## config.mk

```make
export PLATFORM = sky130hd
export DESIGN_NAME = controlador_partida
export DESIGN_NICKNAME = d
export VERILOG_FILES = /design/src/rtl/controlador_partida_pkg.sv /design/src/rtl/controlador_partida_detector_borda.sv /design/src/rtl/controlador_partida.sv
export SDC_FILE = /design/constraint.sdc
export NUM_CORES = 1
export LEC_CHECK = 0
export ABC_AREA = 1
export BUFFER_PORTS_ARGS = -buffer_cell sky130_fd_sc_hd__buf_2
export CAP_MARGIN = 20
export CORE_MARGIN = 3
export CORE_UTILIZATION = 45
export DETAILED_ROUTE_END_ITERATION = 8
export HOLD_SLACK_MARGIN = 0.05
export PLACE_DENSITY = 0.62
export SLEW_MARGIN = 20
export SYNTH_ARGS = -nofsm -noshare
export SYNTH_HDL_FRONTEND = slang
export SYNTH_HIERARCHICAL = 1
export SYNTH_SLANG_ARGS = --single-unit
```

## constraint.sdc

```tcl
create_clock -name clock_in -period 4.75 [get_ports clock_in]
set_input_delay 0.2375 -clock clock_in [delete_from_list [all_inputs] [get_ports clock_in]]
set_output_delay 0.2375 -clock clock_in [all_outputs]
set_load 0.02 [all_outputs]
```

## src/rtl/controlador_partida_pkg.sv

```systemverilog
// Shared types and constants for the basketball game sequencer.
package controlador_partida_pkg;

  localparam int unsigned MIN_W = 4;
  localparam int unsigned SEC_W = 6;
  localparam int unsigned SHOT_W = 5;
  localparam int unsigned PER_W = 3;
  localparam int unsigned TOT_W = 10;

  localparam int unsigned SHOT_FULL_DEF = 24;
  localparam int unsigned SHOT_SHORT_DEF = 14;
  localparam int unsigned BUZZ_CYCLES_DEF = 8;

  typedef enum logic [2:0] {
    ST_IDLE       = 3'd0,
    ST_RUN        = 3'd1,
    ST_PAUSE      = 3'd2,
    ST_SHOT_VIOL  = 3'd3,
    ST_PERIOD_END = 3'd4,
    ST_GAME_END   = 3'd5
  } estado_t;

  // Remaining period time in seconds, wide enough for 15:59.
  function automatic logic [TOT_W-1:0] tempo_total(input logic [MIN_W-1:0] mm,
                                                   input logic [SEC_W-1:0] ss);
    return TOT_W'(mm) * TOT_W'(60) + TOT_W'(ss);
  endfunction

endpackage

```

## src/rtl/controlador_partida_detector_borda.sv

```systemverilog
// Registered rising-edge detector: one-cycle pulse the cycle after a 0->1 input change.
module controlador_partida_detector_borda (
  input  logic clock_in,
  input  logic reset_in_n,
  input  logic nivel_i,
  output logic pulso_o
);

  logic nivel_q;
  logic pulso_q;

  always_ff @(posedge clock_in or negedge reset_in_n) begin
    if (!reset_in_n) begin
      nivel_q <= 1'b0;
      pulso_q <= 1'b0;
    end else begin
      nivel_q <= nivel_i;
      pulso_q <= nivel_i & ~nivel_q;
    end
  end

  assign pulso_o = pulso_q;

endmodule

```

## src/rtl/controlador_partida.sv

```systemverilog
// Basketball game sequencer: period clock, shot clock, period count and shared buzzer.
module controlador_partida
  import controlador_partida_pkg::*;
#(
  parameter int unsigned PERIOD_MIN  = 10,
  parameter int unsigned NUM_PERIODS = 4,
  parameter int unsigned SHOT_FULL   = SHOT_FULL_DEF,
  parameter int unsigned SHOT_SHORT  = SHOT_SHORT_DEF,
  parameter int unsigned BUZZ_CYCLES = BUZZ_CYCLES_DEF
) (
  input  logic              clock_in,
  input  logic              reset_in_n,
  input  logic              tick_sec,
  input  logic              btn_start,
  input  logic              btn_reload24,
  input  logic              btn_reload14,
  output logic [MIN_W-1:0]  game_min,
  output logic [SEC_W-1:0]  game_sec,
  output logic [SHOT_W-1:0] shot_sec,
  output logic              shot_blank,
  output logic [PER_W-1:0]  period,
  output logic              running,
  output logic              buzzer,
  output logic              game_over
);

  localparam int unsigned BUZZ_W = $clog2(BUZZ_CYCLES + 1);

  logic p_start, p_r24, p_r14;

  controlador_partida_detector_borda u_borda_start (
    .clock_in(clock_in), .reset_in_n(reset_in_n), .nivel_i(btn_start), .pulso_o(p_start));
  controlador_partida_detector_borda u_borda_r24 (
    .clock_in(clock_in), .reset_in_n(reset_in_n), .nivel_i(btn_reload24), .pulso_o(p_r24));
  controlador_partida_detector_borda u_borda_r14 (
    .clock_in(clock_in), .reset_in_n(reset_in_n), .nivel_i(btn_reload14), .pulso_o(p_r14));

  estado_t           state_q, state_d;
  logic [MIN_W-1:0]  min_q, min_d;
  logic [SEC_W-1:0]  sec_q, sec_d;
  logic [SHOT_W-1:0] shot_q, shot_d;
  logic [PER_W-1:0]  period_q, period_d;
  logic [BUZZ_W-1:0] bcnt_q, bcnt_d;
  logic              blank_q, blank_d;
  logic              running_q, running_d;
  logic              over_q, over_d;
  logic              buzz_q, buzz_d;
  logic              evento, fim_tempo, violacao, aceita, rl24, rl14;

  always_ff @(posedge clock_in or negedge reset_in_n) begin
    if (!reset_in_n) begin
      state_q   <= ST_IDLE;
      min_q     <= MIN_W'(PERIOD_MIN);
      sec_q     <= '0;
      shot_q    <= SHOT_W'(SHOT_FULL);
      period_q  <= PER_W'(1);
      bcnt_q    <= '0;
      blank_q   <= 1'b0;
      running_q <= 1'b0;
      over_q    <= 1'b0;
      buzz_q    <= 1'b0;
    end else begin
      state_q   <= state_d;
      min_q     <= min_d;
      sec_q     <= sec_d;
      shot_q    <= shot_d;
      period_q  <= period_d;
      bcnt_q    <= bcnt_d;
      blank_q   <= blank_d;
      running_q <= running_d;
      over_q    <= over_d;
      buzz_q    <= buzz_d;
    end
  end

  always_comb begin
    state_d   = state_q;
    min_d     = min_q;
    sec_d     = sec_q;
    shot_d    = shot_q;
    period_d  = period_q;
    evento    = 1'b0;
    fim_tempo = 1'b0;
    violacao  = 1'b0;
    aceita    = (state_q != ST_PERIOD_END) && (state_q != ST_GAME_END);
    rl24      = aceita && p_r24;
    rl14      = aceita && p_r14 && !p_r24;

    case (state_q)
      ST_IDLE: if (p_start) state_d = ST_RUN;
      ST_RUN: begin
        if (tick_sec) begin
          fim_tempo = (min_q == '0) && (sec_q == SEC_W'(1));
          if (sec_q == '0) begin
            sec_d = SEC_W'(59);
            min_d = min_q - MIN_W'(1);
          end else begin
            sec_d = sec_q - SEC_W'(1);
          end
          // Any accepted reload this cycle suppresses the shot decrement.
          if (!rl24 && !rl14 && !blank_q && (shot_q != '0)) begin
            shot_d   = shot_q - SHOT_W'(1);
            violacao = (shot_q == SHOT_W'(1));
          end
        end
        if (fim_tempo) begin
          state_d = (period_q == PER_W'(NUM_PERIODS)) ? ST_GAME_END : ST_PERIOD_END;
          evento  = 1'b1;
        end else if (violacao) begin
          state_d = ST_SHOT_VIOL;
          evento  = 1'b1;
        end else if (p_start) begin
          state_d = ST_PAUSE;
        end
      end
      ST_PAUSE: if (p_start) state_d = ST_RUN;
      ST_SHOT_VIOL: if (p_r24 || p_r14) state_d = ST_PAUSE;
      ST_PERIOD_END: begin
        if (p_start) begin
          state_d  = ST_IDLE;
          period_d = period_q + PER_W'(1);
          min_d    = MIN_W'(PERIOD_MIN);
          sec_d    = '0;
          shot_d   = SHOT_W'(SHOT_FULL);
        end
      end
      ST_GAME_END: state_d = ST_GAME_END;
      default: state_d = ST_IDLE;
    endcase

    if (rl24) begin
      shot_d = SHOT_W'(SHOT_FULL);
    end else if (rl14 && (shot_q < SHOT_W'(SHOT_SHORT))) begin
      shot_d = SHOT_W'(SHOT_SHORT);
    end

    // Each event restarts the buzz window, so overlapping events never leave a gap.
    if (evento) begin
      bcnt_d = BUZZ_W'(BUZZ_CYCLES);
    end else if (bcnt_q != '0) begin
      bcnt_d = bcnt_q - BUZZ_W'(1);
    end else begin
      bcnt_d = bcnt_q;
    end

    blank_d   = ((state_d == ST_IDLE) || (state_d == ST_RUN) || (state_d == ST_PAUSE)) &&
                (tempo_total(min_d, sec_d) < TOT_W'(shot_d));
    running_d = (state_d == ST_RUN);
    over_d    = (state_d == ST_GAME_END);
    buzz_d    = (bcnt_d != '0);
  end

  assign game_min   = min_q;
  assign game_sec   = sec_q;
  assign shot_sec   = shot_q;
  assign shot_blank = blank_q;
  assign period     = period_q;
  assign running    = running_q;
  assign buzzer     = buzz_q;
  assign game_over  = over_q;

endmodule
```

==> results summary, run 1 <==
The run finished with clean final reports. Fill cells in the final layout number 557. The unique cell type count in the Yosys netlist is 35. The latest clock arrival within the worst-skew pair is 0.29 ns. The number of max-cap violations came out at 0. The number of buffers on the longest clock path came out at 2. The number of flip-flops and latches in the synthesized netlist is 35. The register area is slightly below 900 sq um. The number of clock sinks came out at 35.

The fmax is 224.4 MHz. The final critical-path required period is 4.456 ns. For this configuration, the core starts out at a cell density of 0.4764.

For this run the aggregate overflow at the end of global routing stands at 0. The final design area excluding fillers is roughly 0.0031 sq mm. The worst setup path is captured at a register.

The worst setup path is of the reg2reg kind. The post-synthesis async set-or-reset flop share came out at 1.000. The worst relative slew slack came out at 0.4775. The placer's final routability congestion estimate is between 0.8 and 0.9. The placeable core region is 0.005675 sq mm.

The worst min-delay path class is in2async. The setup violation total in the final timing report came out at 0. The number of buffers inserted during clock tree synthesis is 5. For this run, the slowest stage of the critical path takes roughly 0.51 ns.

The largest net degree at the start of global routing came out at 36. The worst register-to-register path begins at game_sec[0]. In this run the remaining antenna-violating nets after routing total 0. The area added between synthesis and finish came out at 13.28%. In the synthesized netlist the dominant register cell turns out to be sky130_fd_sc_hd__dfrtp_1. The largest individual stage delay along the critical path comes from the cell sky130_fd_sc_hd__fa_1. The critical path required time came out at 4.97 ns. In this run the cell area of the synthesized design comes to 0.002704 sq mm. TritonCTS built the clock tree. The count of cells along the worst register-to-register path is 29.

The number of I/O pins is 28. The final number of max-transition violations came out at 0. Sorting the synthesized cells by how often they occur yields sky130_fd_sc_hd__nand2_1 (77), sky130_fd_sc_hd__inv_1 (66), sky130_fd_sc_hd__dfrtp_1 (30), sky130_fd_sc_hd__nand3_1 (30), sky130_fd_sc_hd__ha_1 (29). The sequential cell area fraction in the yosys report is 0.3262. The internal reg-to-reg setup slack came out at 0.29 ns. The hold buffer count at cts is 0. In this run the clock root is driven by a sky130_fd_sc_hd__clkbuf_8. The count of nets after finishing is 430. In this run the critical register-to-register path is captured at shot_blank. The biggest area consumer among synthesized cells is sky130_fd_sc_hd__dfrtp_1.

The first global-routing pass estimated about 10,000 um of wire. Clock skew on the completed layout was measured at 0.01253 ns. The portion of the clock cycle consumed by the worst path in the final layout came out at 0.9381. The number of antenna violations at the first check in global routing came out at 0. The top cell type's share of synthesized area is 0.2776. For this run, the total global-route usage over all layers was measured as 0.1747. The half-perimeter wire length after placement came out at 4669 um. The detailed-route DRC error count is 0. The cell that appears most often on the critical path is sky130_fd_sc_hd__nand2_1. The actual slew at the worst max-slew pin came out at 0.7838 ns. The post-synth net total came out at between 300 and 400. The via count of the routed design came out at 2,318. The initial DRC count is 95. The via count of the first global-routing pass came out at 2,101. In the synthesized netlist, the number of instances is 356.

The multi-input combinational cell area came out at 0.001543 sq mm. Hold is met by roughly 0.019 ns. By instance count, the leading cell after synthesis is sky130_fd_sc_hd__nand2_1. The number of H-tree branching levels is 2. The number of buffers and inverters on the critical path came out at 6. The total inserted antenna cells is 0.

By area the synthesized netlist is led by sky130_fd_sc_hd__dfrtp_1 (28%), sky130_fd_sc_hd__ha_1 (13%), sky130_fd_sc_hd__nand2_1 (11%). The wire length per cell came out at 12.73 um. The count of synthesis-stage warnings from yosys came out at 6. The first detailed-routing pass ran for 4 iterations. After detailed placement, the total cell area comes to 0.002922 sq mm. The vertical extent of the die came out at 83.52 um. The final number of hold-violating endpoints is 0. The number of enable flip-flop cells after synthesis is 0. The worst setup path is launched from a register. After clock tree synthesis, the clock-pin slew on the worst setup and hold paths is 0.08 ns. The average size of a mapped cell came out at 7.595 sq um.

The die footprint came out at 0.006975 sq mm. The floorplan die width came out at 83.52 um. The count of input and output buffers came out at 27.

The final layout contains routed wiring with a total length of 5905 um. The highest fanout seen on the critical path is 5. The arrival time at the worst endpoint came out at roughly 4.7 ns. The number of core rows came out at 27. Broken down by cell family, the worst path's largest delay share belongs to adder cells. The share of post-route cells with drive strength above 1 is 0.1888. The average vias per placed instance is 4.996.
==> cells by family after synthesis <==
family | synth area share
adders and majority gates | 0.1638
DFF | 0.3262
and+or+nand+nor | 0.2638
AOI/OAI and AO/OA | 0.09580
xor gates and xnor gates | 0.03563
buffers and inverters | 0.1111
muxes | 0.003702
==> timing repair <==
action | CTS | global route
setup buffers | 0 | 1
gates resized for setup | 0 | 6
hold endpoints to repair | 0 | 0
setup endpoints to repair | 0 | 1
==> metal layers <==
metal / part of all wire / up-vias / GRT usage
met5: 0 / - / 0
met4: 0.0078 / 0 / 0.03363
met3: 0.045 / 4 / 0.02962
met2: 0.43 / 52 / 0.2697
met1: 0.51 / 1053 / 0.2591
li1: - / 1209 / -
==> state kept, by name, indices dropped and copies added (netlist names), 3 cells and up <==
name / count
game_sec: 6
state_q: 3
bcnt_q: 4
period: 3
shot_sec: 5
game_min: 4
==> through the flow <==
stage	util	cells	setup WS (ns)	TNS, ns
global route	0.5397	464	-0.01577	-0.01577
detailed placement	0.5148	455	0.2232	0
CTS	0.5346	463	0.2003	0
finish	0.5397	464	0.2942	0
floorplan	-	356	0.4255	0
global placement	0.5148	455	0.3786	0
==> worst register-to-register path: cells and delay by family (launching register included) <==
kind,cells,cell delay [ns]
fa+ha+maj,5,2.00
simple gates,15,1.16
buf+inv,6,0.43
flops,1,0.42
compound gates,2,0.24
xor+xnor,1,0.12
==> layout by cell type, fill, tap and decap left out, types with 3 or more instances in the layout <==
cell | synthesis | layout
sky130_fd_sc_hd__a21oi_1 | 18 | 17
sky130_fd_sc_hd__buf_2 | 0 | 27
sky130_fd_sc_hd__buf_4 | 1 | 4
sky130_fd_sc_hd__clkbuf_8 | 0 | 5
sky130_fd_sc_hd__dfrtp_1 | 30 | 30
sky130_fd_sc_hd__dfstp_2 | 5 | 5
sky130_fd_sc_hd__fa_1 | 4 | 4
sky130_fd_sc_hd__ha_1 | 29 | 28
sky130_fd_sc_hd__inv_1 | 66 | 65
sky130_fd_sc_hd__inv_2 | 6 | 7
sky130_fd_sc_hd__nand2_1 | 77 | 76
sky130_fd_sc_hd__nand2_2 | 6 | 7
sky130_fd_sc_hd__nand3_1 | 30 | 30
sky130_fd_sc_hd__nand4_1 | 8 | 8
sky130_fd_sc_hd__nor2_1 | 19 | 19
sky130_fd_sc_hd__nor2_2 | 6 | 5
sky130_fd_sc_hd__nor3_1 | 4 | 4
sky130_fd_sc_hd__o21ai_0 | 13 | 13
sky130_fd_sc_hd__o22ai_1 | 3 | 3
sky130_fd_sc_hd__xnor2_1 | 3 | 3
sky130_fd_sc_hd__xor2_1 | 8 | 8
==> worst max-delay path by stage <==
stage | startpoint | to | slack, ns | cells past startpoint
detailed placement | game_sec[0] | shot_blank | 0.22 | 29
floorplan | game_sec[0] | shot_blank | 0.43 | 27
global route | game_sec[0] | shot_blank | -0.02 | 29
finish | game_sec[0] | shot_blank | 0.29 | 29
global placement | game_sec[0] | shot_blank | 0.38 | 29
CTS | game_sec[0] | shot_blank | 0.20 | 29
==> layout make-up <==
type,count,share of cell area
Multi-Input combinational cell,246,0.5037
Tap cell,72,0.02941
Clock buffer,5,0.02247
Inverter,72,0.08824
Clock inverter,3,0.01430
Timing Repair Buffer,31,0.05392
Sequential cell,35,0.2880
Power of run 1 is not shown: default switching activity piles up to over one toggle a cycle in this logic, so the estimate is an artifact.
==> inputs of run 2 (changes only) <==
--- a/config.mk
+++ b/config.mk
@@ -8,11 +8,14 @@
 export ABC_AREA = 1
 export BUFFER_PORTS_ARGS = -buffer_cell sky130_fd_sc_hd__buf_2
 export CAP_MARGIN = 20
+export CELL_PAD_IN_SITES_DETAIL_PLACEMENT = 1
+export CELL_PAD_IN_SITES_GLOBAL_PLACEMENT = 2
 export CORE_MARGIN = 3
-export CORE_UTILIZATION = 45
+export CORE_UTILIZATION = 35
 export DETAILED_ROUTE_END_ITERATION = 8
 export HOLD_SLACK_MARGIN = 0.05
-export PLACE_DENSITY = 0.62
+export PLACE_DENSITY = 0.79
+export REMOVE_ABC_BUFFERS = 1
 export SLEW_MARGIN = 20
 export SYNTH_ARGS = -nofsm -noshare
 export SYNTH_HDL_FRONTEND = slang
==> results summary, run 2 (synthesized netlist as in run 1, its figures left out) <==
The via count of the first global-routing pass was between 2,000 and 2,500. The internal reg-to-reg setup slack is approximately 0.29 ns. The number of core rows came out at 31. The largest single stage delay on the critical path is about 0.5 ns. The min-delay analysis places its worst path in the category in2async. TritonCTS built the clock tree.

The total congestion overflow came out at 0. The final number of max-transition violations was 0. The actual slew at the worst max-slew pin came out at ~0.81 ns. The fmax came out at between 200 and 250 MHz. The placed cell count came out at 483.

The detailed-route DRC error count is 0. The critical path required time is 4.97 ns. The global-route wire length before repair is about 12,000 um. Headroom to the max-slew limit came out at 0.4602. The count of placed standard cells in the final layout, fillers left out came out at 491. The wire length per cell came out at about 14 um. The fill cell total of the finished layout is 958. The number of antenna diodes in the final layout is 0. Max-cap violations in this run came to 0. The cell that appears most often on the critical path is sky130_fd_sc_hd__nand2_1. The area added between synthesis and finish is 14.48%. The final number of hold-violating endpoints is 0. The critical path in this run is classified as reg2reg.

The cell at the slowest stage of the critical path is sky130_fd_sc_hd__fa_1. The average vias per placed instance is 4.827. The final wirelength came out at 6838 um. The maximum clock skew at final layout came out at 0.004029 ns.

The flow ran to the end, and the final reports show no timing, DRC or antenna violations. The floorplan step defined a die boundary enclosing 0.008816 sq mm. The placeable core region is 0.007370 sq mm. In the finished design, the share of the clock period the worst path needs comes to 0.9393. STA classifies the critical path startpoint as a register. Leaving out fill and tap cells, the most frequent cell in the layout is sky130_fd_sc_hd__nand2_1. The number of H-tree branching levels came out at 2. The final antenna-violating net count came out at 0. The detailed-routing iteration count for the pre-antenna-repair pass is 4.

Setup violations remaining at the end of the flow were counted as 0. Counting I/O delays and the setup requirement, the final critical path takes 4.461 ns. In the layout the commonest cells are sky130_fd_sc_hd__nand2_1 (77), sky130_fd_sc_hd__inv_1 (64), sky130_fd_sc_hd__nand3_1 (30). At the worst endpoint, the arrival time is around 4.7 ns. The highest fanout seen on the critical path came out at 5. The via count of the routed design came out at 2,370. The number of buffers inserted during clock tree synthesis came out at 5. The number of I/O pins is 28. Entering global routing, the biggest net connects 36 pins. The global-route usage over all layers came out at 0.1691. The half-perimeter wire length after placement came out at around 5600 um.

For the worst-skew pair, the clock arrives at the later sink with an insertion delay of approximately 0.28 ns. The vertical extent of the die is 93.90 um. The floorplan die width came out at 93.90 um. The hold buffer count at cts is 0.

The number of clock sinks came out at 35. The initial DRC count came out at 56. After the last flow step, the layout net total stands at 431. No sink is reached through more buffers than the 2 on the longest clock path. In the final layout, the share of cells above drive strength 1 is 0.1888. The starting utilization of the core area came out at 0.3669. STA classifies the critical path endpoint as a register. Routability-driven placement finished with a final weighted congestion of between 0.8 and 0.9. Buffers placed on the I/O ports in this run total 27. After clock tree synthesis, the clock-pin slew on the worst setup and hold paths is 0.07 ns.

The cell sitting at the root of the clock tree is a sky130_fd_sc_hd__clkbuf_8. The number of antenna violations at the first check in global routing is 0. The number of flip-flops in the largest register is 6.
==> run 2: metal layers <==
| layer | global-route usage | part of all wire | vias up |
|---|---|---|---|
| met1 | 0.2252 | 0.47 | 1135 |
| met3 | 0.02163 | 0.019 | 8 |
| met4 | 0.04332 | 0.014 | 0 |
| li1 | - | - | 1203 |
| met2 | 0.2886 | 0.50 | 24 |
| met5 | 0 | 0 | - |
==> run 2: worst max-delay path: cells and delay by family (launching register included) <==
| family | cells | cell delay, ns |
|---|---|---|
| adders and majority gates | 5 | 1.98 |
| buffers and inverters | 6 | 0.40 |
| AOI/OAI and AO/OA | 2 | 0.26 |
| DFF | 1 | 0.44 |
| and+or+nand+nor | 15 | 1.20 |
| xor gates and xnor gates | 1 | 0.13 |
==> run 2: path summary, 6_finish.rpt <==
check | start | end | depth (start not counted)
min in group clock_in | btn_reload24 | u_borda_r24/nivel_q | 1
hold reg to reg | u_borda_r24/nivel_q | u_borda_r24/pulso_o | 1
setup / recovery | game_sec[0] | shot_blank | 29
max in group asynchronous | reset_in_n | game_sec[0] | 1
hold / removal | reset_in_n | game_min[0] | 1
setup reg to reg | game_sec[0] | shot_blank | 29
==> run 2: layout make-up <==
cell class | count | area (sq um) | area share
multi-input cells | 246 | 1543 | 0.4984
clock inverters | 1 | 30.03 | 0.009701
repair buffers | 32 | 172.7 | 0.05578
well taps | 99 | 123.9 | 0.04002
clock buffers | 6 | 72.57 | 0.02344
inverters | 72 | 270.3 | 0.08731
flip-flops and latches | 35 | 883.3 | 0.2854
==> run 2: stage by stage <==
step                      TNS (ns)  area [sq um]  setup WS (ns)  hold WS, ns    util
after floorplan                  0          2674         0.4135     -0.05809       -
after CTS                        0          3065         0.1507      0.05871  0.4160
after global routing      -0.04039          3095       -0.04039      0.05609  0.4200
final                            0          3095         0.2886      0.04518  0.4200
after detailed placement         0          2963         0.1807       0.3623  0.4020
after global placement           0          2963         0.3016       0.3604  0.4020
==> run 2: what timing repair did <==
action	4_1_cts	5_1_grt
setup buffers	0	1
setup endpoints to repair	0	1
gates resized for setup	0	8
Power of run 2 is left out for the same reason.
==> inputs of run 3 (changes only) <==
--- a/config.mk
+++ b/config.mk
@@ -11,10 +11,11 @@
 export CELL_PAD_IN_SITES_DETAIL_PLACEMENT = 1
 export CELL_PAD_IN_SITES_GLOBAL_PLACEMENT = 2
 export CORE_MARGIN = 3
-export CORE_UTILIZATION = 35
+export CORE_UTILIZATION = 37
+export CTS_CLUSTER_DIAMETER = 150
 export DETAILED_ROUTE_END_ITERATION = 8
 export HOLD_SLACK_MARGIN = 0.05
-export PLACE_DENSITY = 0.79
+export PLACE_DENSITY = 0.83
 export REMOVE_ABC_BUFFERS = 1
 export SLEW_MARGIN = 20
 export SYNTH_ARGS = -nofsm -noshare
==> constraint.sdc (replaced) <==
create_clock -name clock_in -period 5.7 [get_ports clock_in]
set_input_delay 0.285 -clock clock_in [delete_from_list [all_inputs] [get_ports clock_in]]
set_output_delay 0.285 -clock clock_in [all_outputs]
set_load 0.02 [all_outputs]
==> results summary, run 3 (synthesized netlist as in run 1, its figures left out) <==
The number of H-tree branching levels is 2. The hold buffer count at cts came out at 0. The via count of the first global-routing pass is 2,490. The placeable core region came out at just under 0.007 sq mm.

Setup repair after global routing left no endpoint under its margin. The global-route wire length before repair came out at 11,640 um. The worst min-delay path class is in2async. After clock tree synthesis, the setup repair step added 0 buffers. After clock tree synthesis, the repair step resized 0 gates.

For the worst-skew pair, the clock arrives at the later sink with an insertion delay of 0.29 ns. The root cell of the clock tree is sky130_fd_sc_hd__clkbuf_8. The nature of the critical path endpoint is a register.

In this run the vertical extent of the chip is 91.49 um. The average vias per placed instance is between 4 and 5. The internal reg-to-reg setup slack is just under 1 ns. The number of core rows came out at 30. The number of I/O pins came out at 28. The initial DRC count came out at 83. At the pin with the least slew margin, the transition time is 0.7799 ns. Summing over every cut layer, the via total after detailed routing is 2,356. The number of buffers inserted during clock tree synthesis is 5. The number of antenna violations at the first check in global routing was 0.

For this run, the slowest stage of the critical path takes 0.51 ns. The worst path in the final design needs a cycle of approximately 4.7 ns, including I/O delays and setup. Data on the critical path arrives at its endpoint at 4.94 ns. The setup violation total in the final timing report is 0. Broken down by cell family, the worst path's largest delay share belongs to adder cells.

The highest fanout seen on the critical path is 5. In this run the critical register-to-register path is captured at shot_blank. The most critical setup path has its startpoint at game_sec[0]. TritonCTS built the clock tree.

Among all stages on the critical path, the largest delay is contributed by sky130_fd_sc_hd__fa_1. The starting utilization of the core area is 0.3894. The number of clock sinks is 35. The detailed-routing iteration count for the pre-antenna-repair pass is 4.

The maximum clock skew at final layout is around 0.0045 ns. The clock slew at the register clock pins of the worst setup and hold paths came out at 0.07 ns. Summed over all failing endpoints, the final setup total negative slack is 0 ns. The portion of the clock cycle consumed by the worst path in the final layout is 0.8275. In this run the horizontal extent of the chip is approximately 91 um. The global-route usage over all layers came out at 0.1744. The dominant cell type by count on the critical path is sky130_fd_sc_hd__nand2_1.

The critical path is of the reg2reg type. The fmax is 212.0 MHz. The die footprint came out at 0.008370 sq mm. The clock passes through at most 2 buffers.

The final antenna-violating net count came out at 0. The largest net degree at the start of global routing came out at 36. The most critical setup path has its endpoint at shot_blank.

In the layout the commonest cells are sky130_fd_sc_hd__nand2_1 (77), sky130_fd_sc_hd__inv_1 (66), sky130_fd_sc_hd__nand3_1 (30), sky130_fd_sc_hd__dfrtp_1 (30), sky130_fd_sc_hd__ha_1 (29). The number of buffers and inverters on the critical path came out at 6. The critical register-to-register path startpoint is game_sec[0]. The detailed-route DRC error count is 0.

The tool flagged a number of max-cap violations equal to 0. The critical path required time came out at roughly 5.9 ns. STA classifies the critical path startpoint as a register. Leaving out fill and tap cells, the most frequent cell in the layout is sky130_fd_sc_hd__nand2_1. The placer's final routability congestion estimate is 0.8440.

The repair_antennas step left the layout with diodes totalling 0. The run finished with clean final reports. The path length in cells of the critical path came out at 27. The area added between synthesis and finish came out at 12.68%. The final wirelength came out at 6693 um. The final number of max-transition violations is 0. The worst relative slew slack is 0.4801. The count of input and output buffers is 27. The final number of hold-violating endpoints is 0. Of the cells placed in the final design, the portion with a size suffix greater than 1 is 0.1697. The register with the most flip-flops in the layout has 6 of them. The half-perimeter wire length after placement came out at 5648 um. The net count of the finished layout is 428. The wire length per cell is around 14 um.

Global routing finished with a remaining overflow of 0. The count of cells along the worst register-to-register path came out at 27.
==> run 3: cell types whose count changed in the layout (fill, tap and decap cells not counted) <==
cell | before | now
sky130_fd_sc_hd__buf_4 | 5 | 2
sky130_fd_sc_hd__inv_1 | 64 | 66
sky130_fd_sc_hd__inv_2 | 8 | 6
sky130_fd_sc_hd__o21ai_2 | 1 | 3
sky130_fd_sc_hd__o21ai_4 | 2 | 0
sky130_fd_sc_hd__a21oi_1 | 17 | 18
sky130_fd_sc_hd__a21oi_2 | 2 | 1
sky130_fd_sc_hd__dfrtp_1 | 29 | 30
sky130_fd_sc_hd__dfrtp_2 | 1 | 0
sky130_fd_sc_hd__ha_1 | 28 | 29
sky130_fd_sc_hd__ha_2 | 1 | 0
sky130_fd_sc_hd__o21ai_0 | 12 | 13
sky130_fd_sc_hd__o21ai_1 | 2 | 1
==> run 3: how the worst min path moves through the flow <==
stage                          startpoint                    end  slack, ns  cells past startpoint
floorplan                      reset_in_n              bcnt_q[0]      -0.01                      0
global placement      u_borda_r14/nivel_q    u_borda_r14/pulso_o       0.40                      1
detailed placement  u_borda_start/nivel_q  u_borda_start/pulso_o       0.40                      1
CTS                            reset_in_n              bcnt_q[1]        0.1                      1
global route                    btn_start  u_borda_start/nivel_q        0.1                      1
finish                         reset_in_n  u_borda_start/nivel_q       0.08                      1
==> run 3: final cells by class <==
class / count / area (sq um)
Multi-Input combinational cell: 246 / 1521
Clock inverter: 1 / 30.03
Clock buffer: 6 / 72.57
Tap cell: 96 / 120.1
Inverter: 72 / 270.3
Timing Repair Buffer: 29 / 150.1
Sequential cell: 35 / 882.1
Fill cell: 897 / 3897
==> run 3: per-layer routing <==
layer  part of all wire  vias to the layer above  GRT usage
li1                   -                     1196          -
met3              0.014                        6    0.02734
met4              0.013                        0    0.04523
met2               0.51                       23     0.3098
met1               0.46                     1131     0.2181
met5                  0                        -          0
==> run 3: per-stage QoR <==
stage / area, sq um / hold WS [ns] / worst slack [ns] / std cells / utilization
2_1_floorplan: 2674 / -0.01059 / 1.363 / 353 / -
3_3_place_gp: 2944 / 0.3982 / 1.197 / 478 / 0.4240
3_5_place_dp: 2944 / 0.4039 / 0.9640 / 478 / 0.4240
4_1_cts: 3047 / 0.09881 / 0.9291 / 485 / 0.4387
5_1_grt: 3047 / 0.09793 / 0.4326 / 485 / 0.4387
6_report: 3047 / 0.07640 / 0.9831 / 485 / 0.4387
==> run 3: worst reg2reg max path, delay by kind of cell, from the launching register on <==
family                   cells  cell delay (ns)
AND/OR/NAND/NOR             14             1.17
buffers and inverters        6             0.48
flip-flops                   1             0.42
adder cells (fa/ha/maj)      5             2.00
AO/OA/AOI/OAI                2             0.59
Power of run 3 is left out for the same reason.
